`config.mk`:
```
export PLATFORM = sky130hd
export DESIGN_NAME = ftdi_cmd_parser
export DESIGN_NICKNAME = d
export VERILOG_FILES = /design/src/rtl/ftdi_cmd_pkg.sv /design/src/rtl/rx_byte_fetch.sv /design/src/rtl/ftdi_cmd_parser.sv
export SDC_FILE = /design/constraint.sdc
export NUM_CORES = 1
export LEC_CHECK = 0
export CAP_MARGIN = 30
export CORE_MARGIN = 2
export CORE_UTILIZATION = 35
export CTS_CLUSTER_DIAMETER = 60
export CTS_CLUSTER_SIZE = 8
export DETAILED_ROUTE_END_ITERATION = 8
export PLACE_DENSITY = 0.53
export SYNTH_ARGS = -nofsm -noshare
export SYNTH_HDL_FRONTEND = slang
export SYNTH_SLANG_ARGS = --single-unit
```
`constraint.sdc`:
```
create_clock -name iClk -period 2.2 [get_ports iClk]
set_input_delay 0.44 -clock iClk [delete_from_list [all_inputs] [get_ports iClk]]
set_output_delay 0.44 -clock iClk [all_outputs]
set_load 0.01 [all_outputs]
```
`src/rtl/ftdi_cmd_pkg.sv`:
```
// Purpose: shared state encoding and protocol byte values for the FTDI register-access parser.
// Latency: n/a (declarations only).
// Backpressure: n/a.
package ftdi_cmd_pkg;

    typedef enum logic [3:0] {
        ST_IDLE,
        ST_GET_CMD,
        ST_GET_ADDR,
        ST_GET_DATA,
        ST_GET_CHK,
        ST_EXEC,
        ST_RD_WAIT,
        ST_SEND_ACK,
        ST_SEND_DATA,
        ST_SEND_CHK,
        ST_SEND_NAK
    } state_t;

    localparam logic [7:0] SYNC   = 8'hA5;
    localparam logic [7:0] CMD_WR = 8'h01;
    localparam logic [7:0] CMD_RD = 8'h02;
    localparam logic [7:0] ACK    = 8'h06;
    localparam logic [7:0] NAK    = 8'h15;

endpackage

```
`src/rtl/rx_byte_fetch.sv`:
```
// Purpose: pops bytes from the FTDI RX FIFO and hands them to the parser as a byte/valid pair.
// Latency: byte valid the cycle after the pop strobe; at most one pop every two cycles.
// Backpressure: pops only while fetch_en is high and the FIFO is not empty.
//
// Ports: clk/rst_n; fetch_en (parser wants a byte), timer_en (parser is mid-frame);
//        rx_empty/rx_data/rx_en to the FIFO; byte_vld/byte_dat/timeout to the parser.
// Optional inter-byte timeout is built only with CMD_PARSER_TIMEOUT_EN defined.
module rx_byte_fetch
    import ftdi_cmd_pkg::*;
#(
    parameter int pTimeoutCycles = 1000000
) (
    input  logic       clk,
    input  logic       rst_n,
    input  logic       fetch_en,
    input  logic       timer_en,
    input  logic       rx_empty,
    input  logic [7:0] rx_data,
    output logic       rx_en,
    output logic       byte_vld,
    output logic [7:0] byte_dat,
    output logic       timeout
);

    logic armed_q;  // keeps the pop strobe low while reset is asserted
    logic pop_q;    // a pop was issued last cycle; its byte is on rx_data now

    always_ff @(posedge clk or negedge rst_n) begin
        if (!rst_n) begin
            armed_q <= 1'b0;
            pop_q   <= 1'b0;
        end else begin
            armed_q <= 1'b1;
            pop_q   <= rx_en;
        end
    end

    // Blocking on pop_q both spaces pops and prevents a pop in the capture
    // cycle, so the parser never has a stray byte in flight when it leaves
    // the fetch states.
    assign rx_en    = armed_q & fetch_en & ~rx_empty & ~pop_q;
    assign byte_vld = pop_q;
    assign byte_dat = rx_data;

`ifdef CMD_PARSER_TIMEOUT_EN
    localparam int CW = $clog2(pTimeoutCycles + 1);
    logic [CW-1:0] gap_cnt;

    // Fires on the pTimeoutCycles-th consecutive mid-frame cycle without a byte.
    assign timeout = timer_en & ~pop_q & (gap_cnt == CW'(pTimeoutCycles - 1));

    always_ff @(posedge clk or negedge rst_n) begin
        if (!rst_n) begin
            gap_cnt <= '0;
        end else if (!timer_en || pop_q || timeout) begin
            gap_cnt <= '0;
        end else begin
            gap_cnt <= gap_cnt + 1'b1;
        end
    end
`else
    logic unused_timeout_cfg;
    assign unused_timeout_cfg = (pTimeoutCycles != 0) | timer_en;
    assign timeout = 1'b0;
`endif

endmodule

```
`src/rtl/ftdi_cmd_parser.sv`:
```
// Purpose: parses A5/CMD/ADDR/[DATA]/CHK frames from the FTDI RX FIFO into single-byte register accesses.
// Latency: oRegWr/oRegRd one cycle after CHK capture; ACK one cycle after a write, two after a read.
// Backpressure: TX pushes stall (state and oTxData held) while iTxFull is high; RX pops pace the parser.
//
// Ports: iClk/iRst_n; oRxEn/iRxEmpty/iRxData (RX FIFO pop side); oTxEn/iTxFull/oTxData (TX FIFO push side);
//        oRegAddr/oRegWrData/oRegWr/oRegRd/iRegRdData (register bank); oFrameErr, oBusy (status).
// Build option: CMD_PARSER_TIMEOUT_EN enables the mid-frame inter-byte timeout (pTimeoutCycles).
module ftdi_cmd_parser
    import ftdi_cmd_pkg::*;
#(
    parameter int pAddrWidth     = 8,
    parameter int pTimeoutCycles = 1000000
) (
    input  logic                  iClk,
    input  logic                  iRst_n,
    output logic                  oRxEn,
    input  logic                  iRxEmpty,
    input  logic [7:0]            iRxData,
    output logic                  oTxEn,
    input  logic                  iTxFull,
    output logic [7:0]            oTxData,
    output logic [pAddrWidth-1:0] oRegAddr,
    output logic [7:0]            oRegWrData,
    output logic                  oRegWr,
    output logic                  oRegRd,
    input  logic [7:0]            iRegRdData,
    output logic                  oFrameErr,
    output logic                  oBusy
);

    state_t                state_q;
    logic [7:0]            cmd_q;
    logic [pAddrWidth-1:0] addr_q;
    logic [7:0]            data_q;
    logic [7:0]            chk_q;
    logic [7:0]            rd_data_q;

    logic       byte_vld;
    logic [7:0] byte_dat;
    logic       timeout;
    logic       fetch_en;
    logic       timer_en;
    logic       in_send;
    logic       is_wr;

    assign fetch_en = (state_q == ST_IDLE)     || (state_q == ST_GET_CMD) ||
                      (state_q == ST_GET_ADDR) || (state_q == ST_GET_DATA) ||
                      (state_q == ST_GET_CHK);
    assign timer_en = fetch_en && (state_q != ST_IDLE);
    assign in_send  = (state_q == ST_SEND_ACK) || (state_q == ST_SEND_DATA) ||
                      (state_q == ST_SEND_CHK) || (state_q == ST_SEND_NAK);
    assign is_wr    = (cmd_q == CMD_WR);

    assign oTxEn = in_send & ~iTxFull;
    assign oBusy = (state_q != ST_IDLE);

    rx_byte_fetch #(
        .pTimeoutCycles(pTimeoutCycles)
    ) u_fetch (
        .clk      (iClk),
        .rst_n    (iRst_n),
        .fetch_en (fetch_en),
        .timer_en (timer_en),
        .rx_empty (iRxEmpty),
        .rx_data  (iRxData),
        .rx_en    (oRxEn),
        .byte_vld (byte_vld),
        .byte_dat (byte_dat),
        .timeout  (timeout)
    );

    always_ff @(posedge iClk or negedge iRst_n) begin
        if (!iRst_n) begin
            state_q    <= ST_IDLE;
            cmd_q      <= '0;
            addr_q     <= '0;
            data_q     <= '0;
            chk_q      <= '0;
            rd_data_q  <= '0;
            oTxData    <= '0;
            oRegAddr   <= '0;
            oRegWrData <= '0;
            oRegWr     <= 1'b0;
            oRegRd     <= 1'b0;
            oFrameErr  <= 1'b0;
        end else begin
            oRegWr    <= 1'b0;
            oRegRd    <= 1'b0;
            oFrameErr <= 1'b0;

            if (timeout) begin
                // Stalled mid-frame: drop the frame silently and hunt for SYNC.
                state_q   <= ST_IDLE;
                oFrameErr <= 1'b1;
            end else begin
                case (state_q)
                    ST_IDLE: begin
                        if (byte_vld && byte_dat == SYNC) state_q <= ST_GET_CMD;
                    end
                    ST_GET_CMD: begin
                        if (byte_vld) begin
                            cmd_q <= byte_dat;
                            chk_q <= byte_dat;
                            if (byte_dat == CMD_WR || byte_dat == CMD_RD) begin
                                state_q <= ST_GET_ADDR;
                            end else begin
                                oTxData   <= NAK;
                                oFrameErr <= 1'b1;
                                state_q   <= ST_SEND_NAK;
                            end
                        end
                    end
                    ST_GET_ADDR: begin
                        if (byte_vld) begin
                            addr_q  <= byte_dat[pAddrWidth-1:0];
                            chk_q   <= chk_q ^ byte_dat;
                            state_q <= is_wr ? ST_GET_DATA : ST_GET_CHK;
                        end
                    end
                    ST_GET_DATA: begin
                        if (byte_vld) begin
                            data_q  <= byte_dat;
                            chk_q   <= chk_q ^ byte_dat;
                            state_q <= ST_GET_CHK;
                        end
                    end
                    ST_GET_CHK: begin
                        if (byte_vld) begin
                            if (byte_dat == chk_q) begin
                                // Strobes and bus values are registered here so
                                // they appear together in the EXEC cycle.
                                oRegAddr <= addr_q;
                                if (is_wr) oRegWrData <= data_q;
                                oRegWr   <= is_wr;
                                oRegRd   <= ~is_wr;
                                oTxData  <= ACK;
                                state_q  <= ST_EXEC;
                            end else begin
                                oTxData   <= NAK;
                                oFrameErr <= 1'b1;
                                state_q   <= ST_SEND_NAK;
                            end
                        end
                    end
                    ST_EXEC: begin
                        state_q <= is_wr ? ST_SEND_ACK : ST_RD_WAIT;
                    end
                    ST_RD_WAIT: begin
                        rd_data_q <= iRegRdData;
                        state_q   <= ST_SEND_ACK;
                    end
                    ST_SEND_ACK: begin
                        if (!iTxFull) begin
                            if (is_wr) begin
                                state_q <= ST_IDLE;
                            end else begin
                                oTxData <= rd_data_q;
                                state_q <= ST_SEND_DATA;
                            end
                        end
                    end
                    ST_SEND_DATA: begin
                        if (!iTxFull) begin
                            oTxData <= ACK ^ rd_data_q;
                            state_q <= ST_SEND_CHK;
                        end
                    end
                    ST_SEND_CHK, ST_SEND_NAK: begin
                        if (!iTxFull) state_q <= ST_IDLE;
                    end
                    default: state_q <= ST_IDLE;
                endcase
            end
        end
    end

endmodule

```
Word-level counts from Yosys, hierarchy flattened
Cells that the tools add are included.

word-level totals
  memories kept = 0
  bits in latches = 0
  output and inout bits = 30
  bits of input ports = 20
  register bits = 73
  ROM bits = 0
  logic and storage cells = 109
  RAM bits = 0

operators by class
  reduce and logical (&&, ||, !) cells = 23
  multiplexer cells = 36
  equal/unequal tests = 26
  bitwise gates (word level) = 10
  divide/modulo/power cells = 0
  $add $sub $neg = 0
  order comparisons = 0
  multipliers = 0
  shifts and indexed selects = 0

operators by type and width
  cell                                                   number
  2-to-1 mux 8 bit                                       8
  2-to-1 mux 4 bit                                       11
  one-hot mux 4 bit (10 select lines)                    1
  one-hot mux 8 bit (4 select lines)                     1
  == test 4 x 3 -> 1 bit, second input constant          4
  == test 8 x 1 -> 1 bit, second input constant          2
  one-hot mux 8 bit (2 select lines)                     1
  == test 4 bit, second input constant                   3
  inequality test 2 x 1 -> 1 bit, second input constant  6
  2-to-1 mux 1 bit                                       11
  inequality test 2 bit, second input constant           5
  == test 4 x 2 -> 1 bit, second input constant          2
  == test 8 x 2 -> 1 bit, second input constant          1
  == test 8 bit                                          1
  == test 8 bit, second input constant                   1
  logical OR 1 bit                                       8
  AND reduction 8 bit                                    1
  nonzero test 4 bit                                     2
  bitwise XOR 8 bit                                      1
  AND reduction 7 bit                                    1
  AND reduction 2 bit                                    3
  AND reduction 3 bit                                    2
  2-to-1 mux 5 bit                                       1
  bitwise AND 1 bit                                      4
  other kinds (10)                                       14

Logic depth before layout (Yosys ltp)
Gate-level depths: netlist of run 1.

  depth after elaboration = 8
  depth in mapped cells = 7

Modules after synthesis
Synthesis of run 1 repeated with hierarchy kept, for this count alone.

unflattened totals
  cell total of the unflattened synthesis = 286
  area total of the unflattened synthesis = 3430.8 um2

modules (own cells, without submodules)
  module           times used  area each (um2)  seq. area each (um2)  cells an instance
  ftdi_cmd_parser  1           3293.2           1776.7                272
  rx_byte_fetch    1           137.6            50.0                  14

Worst setup path before layout of run 1
No wires, ideal clock.

  path kind = input to register
  from = input iRxData[0]
  to = register oRegWrData[0]
  stages = 6
  required time = 2.075 ns
  buffers on the path = 1
  slack = 0.188 ns
  data arrival time = 1.887 ns
  path through = buf_4 xor2_2 nor4_4 nand4_4 nor2_8 mux2_4

on the way
  word-level cells in the longest chain between the ends = 2

ends and longest elaborated chain
  element                        RTL line                text
  start: declaration             ftdi_cmd_parser.sv:18   input logic [7:0] iRxData,
  == test 8 bit                  ftdi_cmd_parser.sv:129  if (byte_dat == chk_q) begin
  AND reduction 4 bit (no line)  n/a
  end signal: assignment         ftdi_cmd_parser.sv:133  if (is_wr) oRegWrData <= data_q;
  end: declaration               ftdi_cmd_parser.sv:23   output logic [7:0] oRegWrData,

Every way passes these cells.
A chain may end at the register's enable or synchronous reset.

Worst setup path after layout of run 1
  from = input iRxData[2]
  to = register oRegWrData[5]

The elaborated chain is that of the path after synthesis.

==> flow_metrics.env, run 1 <==
export IMPL_status="completed"
export IMPL_finalHoldViolCount=0
export IMPL_final_max_slew_violation_count=0
export IMPL_die_w_um=102.6
export IMPL_antenna_cells=0
export IMPL_synth_seq_cells=73
export IMPL_final_util_pct=48.29
export IMPL_synth_area_leaders="dfrtp_1 54%, mux2_2 14%, xor2_1 3.9%, mux2_4 3.5%, nand2_1 3.3%"
export IMPL_max_freq_mhz=469.6
export IMPL_grt_usage_pct=15.43
export IMPL_ant_nets=0
export IMPL_drv_cap=0
export IMPL_peakVddDrop_uv=443.4
export IMPL_ioPinCount=50
export IMPL_grt_pass1_wl_um=12290
export IMPL_layout_drive_gt1_share_pct=37.80
export IMPL_first_global_vias=2441
export IMPL_cts_made_buffers=9
export IMPL_htreeDepth=3
export IMPL_p_leak_nw=2.093
export IMPL_clockRootBuffer="clkbuf_8"
export IMPL_critical_path_required_ns=2.43
export IMPL_num_vias=2432
export IMPL_core_area_mm2=0.009594
export IMPL_drc=0
export IMPL_syn_area_per_cell_um2=12.80
export IMPL_highest_layer="met4"
export IMPL_drt_total_wl_um=7607
export IMPL_worst_slack_ns=0.07047
export IMPL_cp_end_kind="register"
export IMPL_setup_viol=0
export IMPL_die_area_mm2=0.01054
export IMPL_portBuffers=49
export IMPL_start_util_pct=35.50
export IMPL_synthArstFlopShare_pct=100.0
export IMPL_min_path_type="in -> async"
export IMPL_crit_path_start_kind="input port"
export IMPL_clk_pin_slew_worst_paths_ns=0.08
export IMPL_timing_final_crit_share_pct=96.80
export IMPL_clock_skew_ns=0.01090
export IMPL_clock_latency_ns=0.35
export IMPL_dr_wl_met3_um=268
export IMPL_final_area_mm2=0.004633
export IMPL_cts_sinks=73
export IMPL_synth_main_ff_cell="dfrtp_1"
export IMPL_yosysWarnings=0
export IMPL_overflow=0
export IMPL_die_y_um=102.6
export IMPL_wl_per_cell_um=15.03
export IMPL_synth_edf_count=0
export IMPL_place_ws_ns=-0.3688
export IMPL_synth_net_count=286
export IMPL_wl_met1_um=3662
export IMPL_hold_buffers=0
export IMPL_synth_top_cell_area_share_pct=53.64
export IMPL_synth_cell_types=52
export IMPL_synth_most_common_cell="dfrtp_1"
export IMPL_layout_min_cycle_time_ns=2.130
export IMPL_grt_max_degree=74
export IMPL_cts_tree="yes"
export IMPL_synth_area_mm2=0.003406
export IMPL_yosysSeqAreaShare_pct=53.64
export IMPL_placed_area_mm2=0.004310
export IMPL_antenna_found_initial=0
export IMPL_timing_hold_ws_ns=0.09533
export IMPL_area_growth_pct=36.04
export IMPL_dr_wl_met2_um=3611
export IMPL_synthTopCellsByCount="73 x dfrtp_1, 42 x mux2_2, 30 x nand2_1, 15 x xor2_1, 10 x nor2_1"
export IMPL_yosysTopAreaCell="dfrtp_1"
export IMPL_drtPass1Iterations=4
export IMPL_p_per_area_mw_per_mm2=1075
export IMPL_cp_arrival_ns=2.36
export IMPL_fp_row_count=36
export IMPL_final_net_count=388
export IMPL_gp_congestion=0.8068
export IMPL_drtIter0Drc=99
export IMPL_dp_hpwl_um=5181
export IMPL_synthCells=266
export IMPL_total_power_mw=4.981
export IMPL_path_max_fanout=5
export IMPL_crit_type="in -> reg"
export IMPL_ctsLongestPathBuffers=2
export IMPL_via_per_inst=4.806
==> stage by stage <==
step / instances / TNS, ns
6_report: 506 / 0
5_1_grt: 506 / -0.0003768
4_1_cts: 502 / 0
3_5_place_dp: 478 / -8.462
3_3_place_gp: 478 / -7.320
2_1_floorplan: 266 / 0
==> final timing paths <==
check / startpoint / endpoint / slack [ns] / cells past startpoint
max: iRxData[2] / oRegWrData[5]$_DFFE_PN0P_ / 0.07 / 7
min: iRst_n / oRegAddr[6]$_DFFE_PN0P_ / 0.1 / 2
max reg2reg: state_q[2]$_DFFE_PN0P_ / oTxData[1]$_DFFE_PN0P_ / 0.18 / 6
min reg2reg: oTxData[3]$_DFFE_PN0P_ / oTxData[3]$_DFFE_PN0P_ / 0.51 / 1
max in group asynchronous: iRst_n / state_q[3]$_DFFE_PN0P_ / 1.75 / 2
min in group iClk: oTxData[3]$_DFFE_PN0P_ / oTxData[3]$_DFFE_PN0P_ / 0.51 / 1
==> repair_timing <==
item / CTS / global route
pin swaps: 0 / 2
buffers inserted: 8 / 3
cloned: 0 / 1
gates resized for setup: 7 / 6
endpoints found under the setup margin: 3 / 14
==> per-layer routing <==
metal,vias to the layer above,track usage [%]
met5,-,0
met4,0,4.821
met2,59,22.98
li1,1153,-
met1,1215,22.04
met3,5,4.068
==> sequential cells by signal (all words and copies together) (netlist names) <==
register,cells
u_fetch.byte_vld,1
chk_q,8
oRegWrData,8
oTxData,8
state_q,4
data_q,8
oRegRd,1
addr_q,8
cmd_q,8
oFrameErr,1
oRegAddr,8
u_fetch.armed_q,1
oRegWr,1
rd_data_q,8
==> placed cells by master, fill, tap and decap left out, types with 4 or more instances in the layout <==
cell             synthesis  layout
mux2_2                  42      42
nand2_1                 30      30
a21oi_1                  7       7
mux2_4                   8       8
dfrtp_1                 73      69
o21ai_0                  6       6
clkdlybuf4s50_1          0      44
clkbuf_8                 0      10
a22o_1                   4       4
dfrtp_2                  0       4
buf_4                    4      52
nor2_1                  10       8
nand3_1                  5       5
xor2_1                  15      15
==> final cells by class <==
type / count / area (um2)
Timing Repair Buffer: 102 / 898.4
Clock buffer: 11 / 141.4
Inverter: 3 / 11.26
Multi-Input combinational cell: 179 / 1521
Clock inverter: 5 / 62.56
Tap cell: 133 / 166.4
Sequential cell: 73 / 1832
Fill cell: 880 / 4961
==> kinds of logic after synthesis <==
| family | count (synthesis) | synth area share [%] |
|---|---|---|
| DFF | 73 | 53.64 |
| and+or+nand+nor | 73 | 13.41 |
| muxes | 50 | 17.41 |
| AOI/OAI and AO/OA | 36 | 7.825 |
| xor gates and xnor gates | 18 | 5.070 |
| buffers and inverters | 15 | 2.535 |
| other | 1 | 0.1101 |
==> worst max-delay path, cell delays in order <==
cell and delay [ns]:
clkdlybuf4s50_1 0.47, xor2_1 0.19, nor4_4 0.36, buf_4 0.18
nand4_4 0.17, nor2_8 0.24, mux2_4 0.31
==> power by group <==
| part | total, mW | leakage [nW] | internal [mW] | switching, mW |
|---|---|---|---|---|
| Combinational | 1.89 | 1.06 | 1.02 | 0.869 |
| Clock | 1.08 | 0.0966 | 0.563 | 0.515 |
| Sequential | 2.01 | 0.940 | 1.75 | 0.269 |
Note: power is estimated with default switching activity, not from simulation.
==> inputs of run 2 (changes only) <==
--- a/config.mk
+++ b/config.mk
@@ -9,9 +9,10 @@
 export CORE_MARGIN = 2
 export CORE_UTILIZATION = 35
 export CTS_CLUSTER_DIAMETER = 60
-export CTS_CLUSTER_SIZE = 8
+export CTS_CLUSTER_SIZE = 10
 export DETAILED_ROUTE_END_ITERATION = 8
 export PLACE_DENSITY = 0.53
+export SLEW_MARGIN = 20
 export SYNTH_ARGS = -nofsm -noshare
 export SYNTH_HDL_FRONTEND = slang
 export SYNTH_SLANG_ARGS = --single-unit
==> results of run 2 <==
The final DEF is identical to that of run 1; final timing and power are the same.
==> inputs of run 3 (changes only) <==
--- a/config.mk
+++ b/config.mk
@@ -11,6 +11,7 @@
 export CTS_CLUSTER_DIAMETER = 60
 export CTS_CLUSTER_SIZE = 10
 export DETAILED_ROUTE_END_ITERATION = 8
+export MAX_ROUTING_LAYER = met4
 export PLACE_DENSITY = 0.53
 export SLEW_MARGIN = 20
 export SYNTH_ARGS = -nofsm -noshare
==> run 3 against run 2 <==
  * Clock power is 14% higher
  * Clock skew is 0.0037 ns higher
  * Cell area is 0.11% higher
  * Sequential power hardly changed
  * Final cell count is 0.40% lower
  * Via count is 2.3% lower
  * Non-clock buffer count is 1 lower
  * Wire length is 0.95% higher
  * First-iteration DRC count is 27% lower
  * Critical path type unchanged
  * Highest routed layer unchanged
==> flow_metrics.env, run 3 (synthesis gave the netlist of run 1 again) <==
export IMPL_total_power_mw=5.102
export IMPL_drv_cap=0
export IMPL_clk_pin_slew_worst_paths_ns=0.09
export IMPL_r2r_end="oTxData[1]$_DFFE_PN0P_"
export IMPL_max_freq_mhz=471.3
export IMPL_intPower_mw=3.419
export IMPL_n_fill_cell=896
export IMPL_rsz0062_at_grt="false"
export IMPL_drc=0
export IMPL_area_growth_pct=36.19
export IMPL_cts_sinks=73
export IMPL_drt_total_wl_um=7679
export IMPL_layout_drive_gt1_share_pct=37.20
export IMPL_r2r_worst_path_cells=6
export IMPL_clock_latency_ns=0.35
export IMPL_overflow=0
export IMPL_p_sw_mw=1.683
export IMPL_dpl_cell_count=478
export IMPL_p_clk_share_pct=24.1
export IMPL_r2r_slack_ns=0.18
export IMPL_cp_arrival_ns=2.35
export IMPL_wl_per_cell_um=15.24
export IMPL_layoutNonFillerInstCount=504
export IMPL_final_cell_mix="69 x dfrtp_1, 51 x buf_4, 45 x clkdlybuf4s50_1, 42 x mux2_2, 30 x nand2_1"
export IMPL_portBuffers=49
export IMPL_core_area_mm2=0.009594
export IMPL_via_per_inst=4.716
export IMPL_first_global_vias=2447
export IMPL_switching_share_pct=32.99
export IMPL_die_y_um=102.6
export IMPL_grt_pass1_wl_um=12470
export IMPL_layout_commonest_cell="dfrtp_1"
export IMPL_p_per_area_mw_per_mm2=1100
export IMPL_finalHoldViolCount=0
export IMPL_ctsLongestPathBuffers=2
export IMPL_drtPass1Iterations=4
export IMPL_crit_path_start_kind="input port"
export IMPL_grt_usage_pct=15.98
export IMPL_crit_type="in -> reg"
export IMPL_die_area_mm2=0.01054
export IMPL_startpoint="iRxData[0]"
export IMPL_ant_nets=0
export IMPL_gp_congestion=0.8285
export IMPL_p_leak_nw=2.119
export IMPL_timing_hold_ws_ns=0.4945
export IMPL_antenna_cells=0
export IMPL_final_util_pct=48.34
export IMPL_cts_tree="yes"
export IMPL_antenna_found_initial=0
export IMPL_setup_viol=0
export IMPL_final_net_count=386
export IMPL_clockRootBuffer="clkbuf_8"
export IMPL_clock_skew_ns=0.01461
export IMPL_crit_path_end="oTxData[1]$_DFFE_PN0P_"
export IMPL_combinationalPowerShare_pct=36.5
export IMPL_timing_final_crit_share_pct=96.45
export IMPL_layout_min_cycle_time_ns=2.122
export IMPL_cts_made_buffers=9
export IMPL_min_path_type="reg -> reg"
export IMPL_cp_end_kind="register"
export IMPL_start_util_pct=35.50
export IMPL_dp_hpwl_um=5357
export IMPL_htreeDepth=3
export IMPL_share_seq_of_total_power_pct=39.4
export IMPL_critical_path_required_ns=2.42
export IMPL_die_w_um=102.6
export IMPL_peakVddDrop_uv=412.4
export IMPL_num_vias=2377
export IMPL_ioPinCount=50
export IMPL_drtIter0Drc=72
export IMPL_fp_row_count=36
export IMPL_grt_max_degree=29
export IMPL_final_max_slew_violation_count=0
export IMPL_status="completed"
export IMPL_path_max_fanout=3
export IMPL_rr_startpoint="state_q[2]$_DFFE_PN0P_"
run 3: worst min-delay path by stage:
stage,to,cells after the start,from
5_1_grt,oRegAddr[6]$_DFFE_PN0P_,2,iRst_n
3_5_place_dp,oRegAddr[7]$_DFFE_PN0P_,1,iRst_n
4_1_cts,oRegAddr[7]$_DFFE_PN0P_,2,iRst_n
6_report,oRegWrData[7]$_DFFE_PN0P_,1,data_q[7]$_DFFE_PN0P_
2_1_floorplan,addr_q[0]$_DFFE_PN0P_,0,iRst_n
3_3_place_gp,oRegAddr[6]$_DFFE_PN0P_,1,iRst_n
run 3: power groups by stage:
| stage | sequential (mW) | combinational [mW] | clock, mW |
|---|---|---|---|
| 5_1_grt | 2.07 | 2.03 | 1.32 |
| 6_report | 2.01 | 1.86 | 1.23 |
| 4_1_cts | 2.02 | 1.83 | 1.27 |
| 3_3_place_gp | 2.06 | 1.69 | 0 |
| 2_1_floorplan | 1.97 | 1.17 | 0 |
| 3_5_place_dp | 2.07 | 1.71 | 0 |
run 3: metal layers:
metal | part of all wire (%) | global-route usage (%) | wire (um) | up-vias
li1 | - | - | - | 1149
met1 | 50 | 22.12 | 3842 | 1183
met2 | 46 | 23.93 | 3531 | 40
met3 | 2.9 | 3.322 | 225 | 5
met4 | 1.0 | 4.308 | 80 | 0
met5 | 0 | - | 0 | -
run 3: through the flow:
stage / TNS (ns) / area [um2] / worst slack [ns]
global route: 0 / 4638 / 0.007166
finish: 0 / 4638 / 0.07813
floorplan: 0 / 3406 / 0.1877
global placement: -7.491 / 4298 / -0.3243
detailed placement: -8.387 / 4298 / -0.3588
CTS: -0.02923 / 4596 / -0.02923
run 3: area by class of cell:
class	instances	area, um2	share of cell area, %
well taps	133	166.4	3.588
flip-flops and latches	73	1832	39.49
clock buffers	10	137.6	2.967
clock inverters	6	97.59	2.104
repair buffers	101	885.9	19.10
multi-input cells	178	1508	32.51
inverters	3	11.26	0.2428
run 3: worst max-delay path: stages:
cell,delay [ns]
clkdlybuf4s50_1,0.50
buf_4,0.18
xor2_1,0.15
and3_1,0.17
buf_4,0.13
a21o_1,0.21
a21oi_2,0.20
mux2_2,0.35
run 3: timing repair:
action / in CTS / in global routing
pin swaps: 1 / 0
gates resized for setup: 5 / 6
gates cloned: 0 / 0
endpoints found under the setup margin: 4 / 12
hold endpoints to repair: 11 / 0
setup buffers: 6 / 3
hold buffers: 1 / 0
